--- src/rtl/reg_dump_ctrl.sv ---
// Debug dump controller: halts the core, walks the register file read port and
// streams every register plus the PC over a valid/ready interface.
module reg_dump_ctrl #(
   parameter int unsigned NUM_REGS     = 32,
   parameter int unsigned DATA_W       = 32,
   parameter int unsigned HALT_TIMEOUT = 255
) (
   input  logic              clk,
   input  logic              rst_n,
   input  logic              start,
   output logic              halt_req,
   input  logic              halt_ack,
   output logic              rf_sel,
   output logic [4:0]        rf_raddr,
   input  logic [DATA_W-1:0] rf_rdata,
   input  logic [DATA_W-1:0] pc_in,
   output logic              out_valid,
   input  logic              out_ready,
   output logic [5:0]        out_index,
   output logic [DATA_W-1:0] out_data,
   output logic              busy,
   output logic              done,
   output logic              error
);

   localparam int unsigned IDX_W   = 6;
   localparam int unsigned TO_BITS = $clog2(HALT_TIMEOUT + 1);
   localparam int unsigned TO_W    = (TO_BITS > 8) ? TO_BITS : 8;

   typedef enum logic [2:0] {
      S_IDLE,
      S_HALT,
      S_READ,
      S_SEND,
      S_RELEASE
   } state_t;

   state_t            state_q, state_d;
   logic [IDX_W-1:0]  idx_q, idx_d, idx_nxt;
   logic [TO_W-1:0]   to_q, to_d;
   logic              halt_req_d, rf_sel_d, out_valid_d, busy_d, done_d, error_d;
   logic [4:0]        rf_raddr_d;
   logic [5:0]        out_index_d;
   logic [DATA_W-1:0] out_data_d;

   assign idx_nxt = idx_q + IDX_W'(1);

   // Next-state and next-output logic; every output is registered below.
   always_comb begin
      state_d     = state_q;
      idx_d       = idx_q;
      to_d        = to_q;
      halt_req_d  = halt_req;
      rf_sel_d    = 1'b0;
      rf_raddr_d  = rf_raddr;
      out_valid_d = out_valid;
      out_index_d = out_index;
      out_data_d  = out_data;
      busy_d      = busy;
      done_d      = 1'b0;
      error_d     = error;
      case (state_q)
         S_IDLE: begin
            if (start) begin
               state_d    = S_HALT;
               error_d    = 1'b0;
               idx_d      = '0;
               to_d       = '0;
               halt_req_d = 1'b1;
               busy_d     = 1'b1;
            end
         end
         S_HALT: begin
            if (halt_ack) begin
               state_d = S_READ;
               if (idx_q < IDX_W'(NUM_REGS)) begin
                  rf_sel_d   = 1'b1;
                  rf_raddr_d = idx_q[4:0];
               end
            end else if (to_q == TO_W'(HALT_TIMEOUT)) begin
               state_d    = S_IDLE;
               error_d    = 1'b1;
               done_d     = 1'b1;
               halt_req_d = 1'b0;
               busy_d     = 1'b0;
            end else begin
               to_d = to_q + TO_W'(1);
            end
         end
         S_READ: begin
            out_data_d  = (idx_q < IDX_W'(NUM_REGS)) ? rf_rdata : pc_in;
            out_index_d = idx_q;
            out_valid_d = 1'b1;
            state_d     = S_SEND;
         end
         S_SEND: begin
            if (out_ready) begin
               out_valid_d = 1'b0;
               if (idx_q == IDX_W'(NUM_REGS)) begin
                  state_d    = S_RELEASE;
                  halt_req_d = 1'b0;
               end else begin
                  idx_d   = idx_nxt;
                  state_d = S_READ;
                  if (idx_nxt < IDX_W'(NUM_REGS)) begin
                     rf_sel_d   = 1'b1;
                     rf_raddr_d = idx_nxt[4:0];
                  end
               end
            end
         end
         S_RELEASE: begin
            if (!halt_ack) begin
               state_d = S_IDLE;
               done_d  = 1'b1;
               busy_d  = 1'b0;
            end
         end
         default: begin
            state_d    = S_IDLE;
            halt_req_d = 1'b0;
            busy_d     = 1'b0;
         end
      endcase
   end

   always_ff @(posedge clk or negedge rst_n) begin
      if (!rst_n) begin
         state_q   <= S_IDLE;
         idx_q     <= '0;
         to_q      <= '0;
         halt_req  <= 1'b0;
         rf_sel    <= 1'b0;
         rf_raddr  <= '0;
         out_valid <= 1'b0;
         out_index <= '0;
         out_data  <= '0;
         busy      <= 1'b0;
         done      <= 1'b0;
         error     <= 1'b0;
      end else begin
         state_q   <= state_d;
         idx_q     <= idx_d;
         to_q      <= to_d;
         halt_req  <= halt_req_d;
         rf_sel    <= rf_sel_d;
         rf_raddr  <= rf_raddr_d;
         out_valid <= out_valid_d;
         out_index <= out_index_d;
         out_data  <= out_data_d;
         busy      <= busy_d;
         done      <= done_d;
         error     <= error_d;
      end
   end

endmodule

--- config.mk ---
export PLATFORM = sky130hd
export DESIGN_NAME = reg_dump_ctrl
export DESIGN_NICKNAME = d
export VERILOG_FILES = /design/src/rtl/reg_dump_ctrl.sv
export SDC_FILE = /design/constraint.sdc
export NUM_CORES = 1
export LEC_CHECK = 0
export BUFFER_PORTS_ARGS = -buffer_cell sky130_fd_sc_hd__buf_4
export CELL_PAD_IN_SITES_DETAIL_PLACEMENT = 1
export CELL_PAD_IN_SITES_GLOBAL_PLACEMENT = 1
export CORE_MARGIN = 2
export CORE_UTILIZATION = 35
export CTS_BUF_LIST = sky130_fd_sc_hd__clkbuf_2
export CTS_CLUSTER_SIZE = 16
export DETAILED_ROUTE_END_ITERATION = 16
export GPL_TIMING_DRIVEN = 1
export PLACE_DENSITY = 0.8
export SLEW_MARGIN = 5
export SYNTH_ARGS = -nofsm -noshare
export SYNTH_HDL_FRONTEND = slang
export SYNTH_SLANG_ARGS = --single-unit
export TNS_END_PERCENT = 50
--- constraint.sdc ---
create_clock -name clk -period 1.6 [get_ports clk]
set_input_delay 0.32 -clock clk [delete_from_list [all_inputs] [get_ports clk]]
set_output_delay 0.32 -clock clk [all_outputs]
set_load 0.01 [all_outputs]
Yosys cells after proc, flatten, opt, wreduce, memory -nomap -nowiden --
Cells that the tools add are included.
Word-level totals: bits in registers 66, bits of input ports 69, output and inout bits 49
Cells by class: bitwise gates (word level) 2, mux-type cells 46, reduce and logical (&&, ||, !) cells 15, $add $sub $neg 2, magnitude comparators 2, equality and inequality tests 18
Operators by type and width (count):
- $mux W32 | 1
- $mux W5 | 5
- $mux W8 | 3
- $ne A2 B2 Y1 const B | 11
- $mux W1 | 18
- $mux W3 | 6
- $mux W6 | 3
- $pmux W8 S2 | 1
- $reduce_and A4 Y1 | 4
- $pmux W3 S5 | 1
- $lt A6 B6 Y1 const B | 2
- $pmux W6 S2 | 1
- $reduce_and A6 Y1 | 2
- $pmux W5 S2 | 1
- $add A8 B1 Y8 const B | 1
- $eq A8 B8 Y1 const B | 1
- $pmux W1 S2 | 4
- $pmux W1 S4 | 2
- $reduce_bool A2 Y1 | 4
- $add A6 B1 Y6 const B | 1
- $eq A3 B2 Y1 const B | 2
- $eq A6 B6 Y1 const B | 1
- $reduce_and A5 Y1 | 1
- $reduce_or A2 Y1 | 2
- other kinds (6) | 7

Depth between registers and ports, before layout --
word-level depth 6, mapped depth 7, depth with buffers taken out 6

Worst setup path before layout --
No wires, ideal clock.
path kind reg2reg, start point register state_q[2], end point register rf_raddr[1], arrival 1.573 ns, data required time 1.475 ns, stages on the path, launching flop included 5, library setup time 0.125 ns, slack -0.098 ns, buffers on the path 0, cell sequence dfrtp_1 -> nand4b_1 -> or3_4 -> a22oi_4 -> mux2_4
On the way: word-level cells in the longest chain between the ends 3, elaborated cells on any way between the ends 10, classes of those cells eq/ne (7); mux (1); reduce/logical (2)
RTL lines:
- start, declared | RTL line 38 | state_t state_q, state_d;
- start signal, assigned | RTL line 142 | state_q <= state_d;
- $eq A3 B2 Y1 or $eq A3 B1 Y1 (tied branches) | RTL line 62 | case (state_q)
- $ne A2 B2 Y1 (no source line) or $reduce_bool A2 Y1 (tied branches)
- $reduce_and A6 Y1 (no source line)
- end signal, assigned | RTL line 147 | rf_raddr <= rf_raddr_d;
- end, declared | RTL line 14 | output logic [4:0] rf_raddr,
Several ways; a longest one is shown, not always the timed one. A chain may end at the register's enable or synchronous reset.

Worst setup path in the final report --
start point register state_q[2], end point register rf_raddr[4]
Same word-level chain as after synthesis.

==> impl_metrics.toml <==
[drt]
wl_per_cell_um = 17.3
antenna_left = 0
finalWirelength_mm = 10.3
firstDrtPassIters = 4
viasPerCell = 5.13
first_iter_violations = 72
drt_drc_violations_left = 0
vias = 3045

[floorplanning]
dieArea_um2 = 10100
start_util_pct = 35.7
core_area_um2 = 9150
die_w_um = 101
dieHeight_um = 101
io_pins = 118
rows = 35

[clocking]
clk_latency_ns = 0.51
clock_tree.buffer_depth = 2
cts_tree = "done"
root_buffer = "clkbuf_2"
cts_buffers = 9
cts_sinks = 66
clk_pin_slew_ns = 0.23
htree_levels = 3

[setup_path]
slowest_delay_ns = 0.44
cp.required_ns = 2.00
r2r_setup_slack_ns = -0.21
worstPathMaxFanout = 5
critical_path_depth = 4
worst-path-buf-inv = 0
crit_path_end = "rf_raddr[4]"
critPathArrivalTime_ns = 2.21
reg2reg_depth = 4
crit_family = "simple AND/OR/NAND/NOR gates"
startpoint = "state_q[2]"
crit_path_start_kind = "flip-flop"
setup.worst_path.end_class = "flip-flop"
crit_slowest_cell = "dfrtp_1"
worstPathCellList = "nand4b_1 -> or3_4 -> a22oi_4 -> mux2_4"
r2r-end = "rf_raddr[4]"
timing.rr.start = "state_q[2]"
critPathKind = "flip-flop to flip-flop"

[synth]
synthCells = 311
ys.flop_type = "dfrtp_1"
yosys-mux-area-fraction_pct = 14.7
yosysTopAreaCellShare_pct = 50.5
synth-edff-count = 0
syn_nets = 384
synthXorXnorAreaFrac_pct = 0.804
seq_area_frac_synth_pct = 50.5
post_synth.cell_area_avg_um2 = 10.5
synthTopCellsByCount = "66 x dfrtp_1, 42 x nor2_1, 38 x a21oi_1, 33 x mux2i_1, 13 x o21ai_0"
synth.cell_area_um2 = 3270
synth_top_family_by_area = "multiplexers"
yosys-top-cells-area = "dfrtp_1 51%, mux2i_1 10%, a21oi_1 5.8%, nor2_1 4.8%, mux2_2 2.8%"
synth-compound-area-share_pct = 14.2
ys_ff_latch = 66
yosys.area_share.simple_pct = 14.4
synthDistinctLibCells = 51
synth_top_area_cell = "dfrtp_1"
ys.warnings.count = 0
synthMostInstantiatedCell = "dfrtp_1"
synth_fa_ha_area_share_pct = 1.53
synthArstFlopShare_pct = 100

[final_layout]
drive_above_1_share_pct = 47.6
fin_area_um2 = 4930
area_growth_pct = 50.8
diodes = 0
fin_nets = 551

[grt]
overflow = 0
antenna_found_initial = 0
grt_pass1_vias = 3255
gr-usage-all-layers_pct = 20.3
grt_max_degree = 45
grt_pass1_wl_mm = 16.2

[sta]
min_period_over_period_pct = 113
setup_viol = 19
clock_skew_ns = 0.0298
finalWorstSetupSlack_ns = -0.212
tightest_slew_ns = 0.544
drv_slew = 0
fmax_ghz = 0.552
slew_headroom_pct = 63.7
rsz0062_at_grt = "yes"
hold_violations = 0
min_period_ns = 1.81

[placed_design]
post-place-ws_ns = -0.201
gp_congestion = 0.809
dp_hpwl_mm = 7.55
dpl_cell_area_um2 = 4560
io_buffers = 117

[flow_run]
drv_cap = 0

[worst_hold_path]
min_path_type = "primary input to flip-flop"

[power_and_ir_drop]
ir_drop_mv = 0.791
p_leak_nw = 2.30
power_density_nw_per_um2 = 1710

[outcome]
violations = "negative setup slack"
status = "finished, violations left"
## metrics by stage
step,setup TNS (ns),cells,hold WS [ns],util [%],total power [W]
floorplan,-0.413,311,0.0244,-,0.00487
global placement,-0.412,566,0.219,49.9,0.00666
detailed placement,-1.87,566,0.222,49.9,0.00688
CTS,-1.46,591,0.0558,52.7,0.00828
global route,-3.51,594,0.0629,53.8,0.00898
finish,-1.98,594,0.0813,53.8,0.00841
## worst min-delay path, cell delays in order
cell	delay, ns
buf_4	0.08
mux2i_1	0.05
a21oi_1	0.13
## final cells by class
type	count	area (um^2)
Clock buffer	10	50.0
Sequential cell	66	1660
Fill cell	1064	4230
Inverter	8	30.0
Tap cell	111	139
Multi-Input combinational cell	219	1610
Clock inverter	6	91.3
Timing Repair Buffer	174	1350
## registers in the layout, summed over array words and instances (netlist names), 3 cells and up
register   cells
idx_q          6
rf_raddr       5
to_q           8
out_index      6
out_data      32
state_q        3
## where the power goes
group | internal (W) | switching, W
Sequential | 0.00226 | 0.000380
Clock | 0.000524 | 0.000657
Combinational | 0.00233 | 0.00226
Total | 0.00511 | 0.00329
## how the worst min path moves through the flow
stage | depth (start not counted) | end | slack (ns) | startpoint
final | 3 | out_data[7] | 0.08 | rf_rdata[7]
after global routing | 3 | out_data[4] | 0.06 | pc_in[4]
after CTS | 3 | out_data[7] | 0.06 | rf_rdata[7]
after detailed placement | 1 | out_data[0] | 0.22 | rst_n
after global placement | 1 | out_data[6] | 0.22 | rst_n
after floorplan | 0 | busy | 0.02 | rst_n
## layout by cell type, fill, tap and decap left out, types with 5 or more instances in the layout
cell	n
mux2i_1	33
inv_1	6
clkbuf_2	10
o21ai_1	7
a21oi_1	37
buf_4	166
dfrtp_1	62
nand2_1	10
mux2_2	8
o21ai_0	5
nor2_1	41
nand3_1	8
## cell families after synthesis
logic type      after synthesis
xor+xnor                      3
mux                          45
fa+ha+maj                     4
buf+inv                      26
compound gates               76
simple gates                 91
flops                        66
## timing repair
item / in CTS / in global routing
endpoints found under the setup margin: 38 / 33
endpoints found under the hold margin: 51 / 0
hold buffers: 2 / 0
resized for setup: 19 / 18
pin swaps: 7 / 16
buffers inserted: 7 / 3
## metal layers
metal | track usage (%) | part of all wire (%) | vias to the layer above
li1 | - | - | 1443
met1 | 22.6 | 39 | 1520
met2 | 38.5 | 56 | 71
met3 | 3.12 | 3.0 | 11
met4 | 8.01 | 1.5 | 0
met5 | 0 | 0 | -
Power figures use the tool's default switching activity.
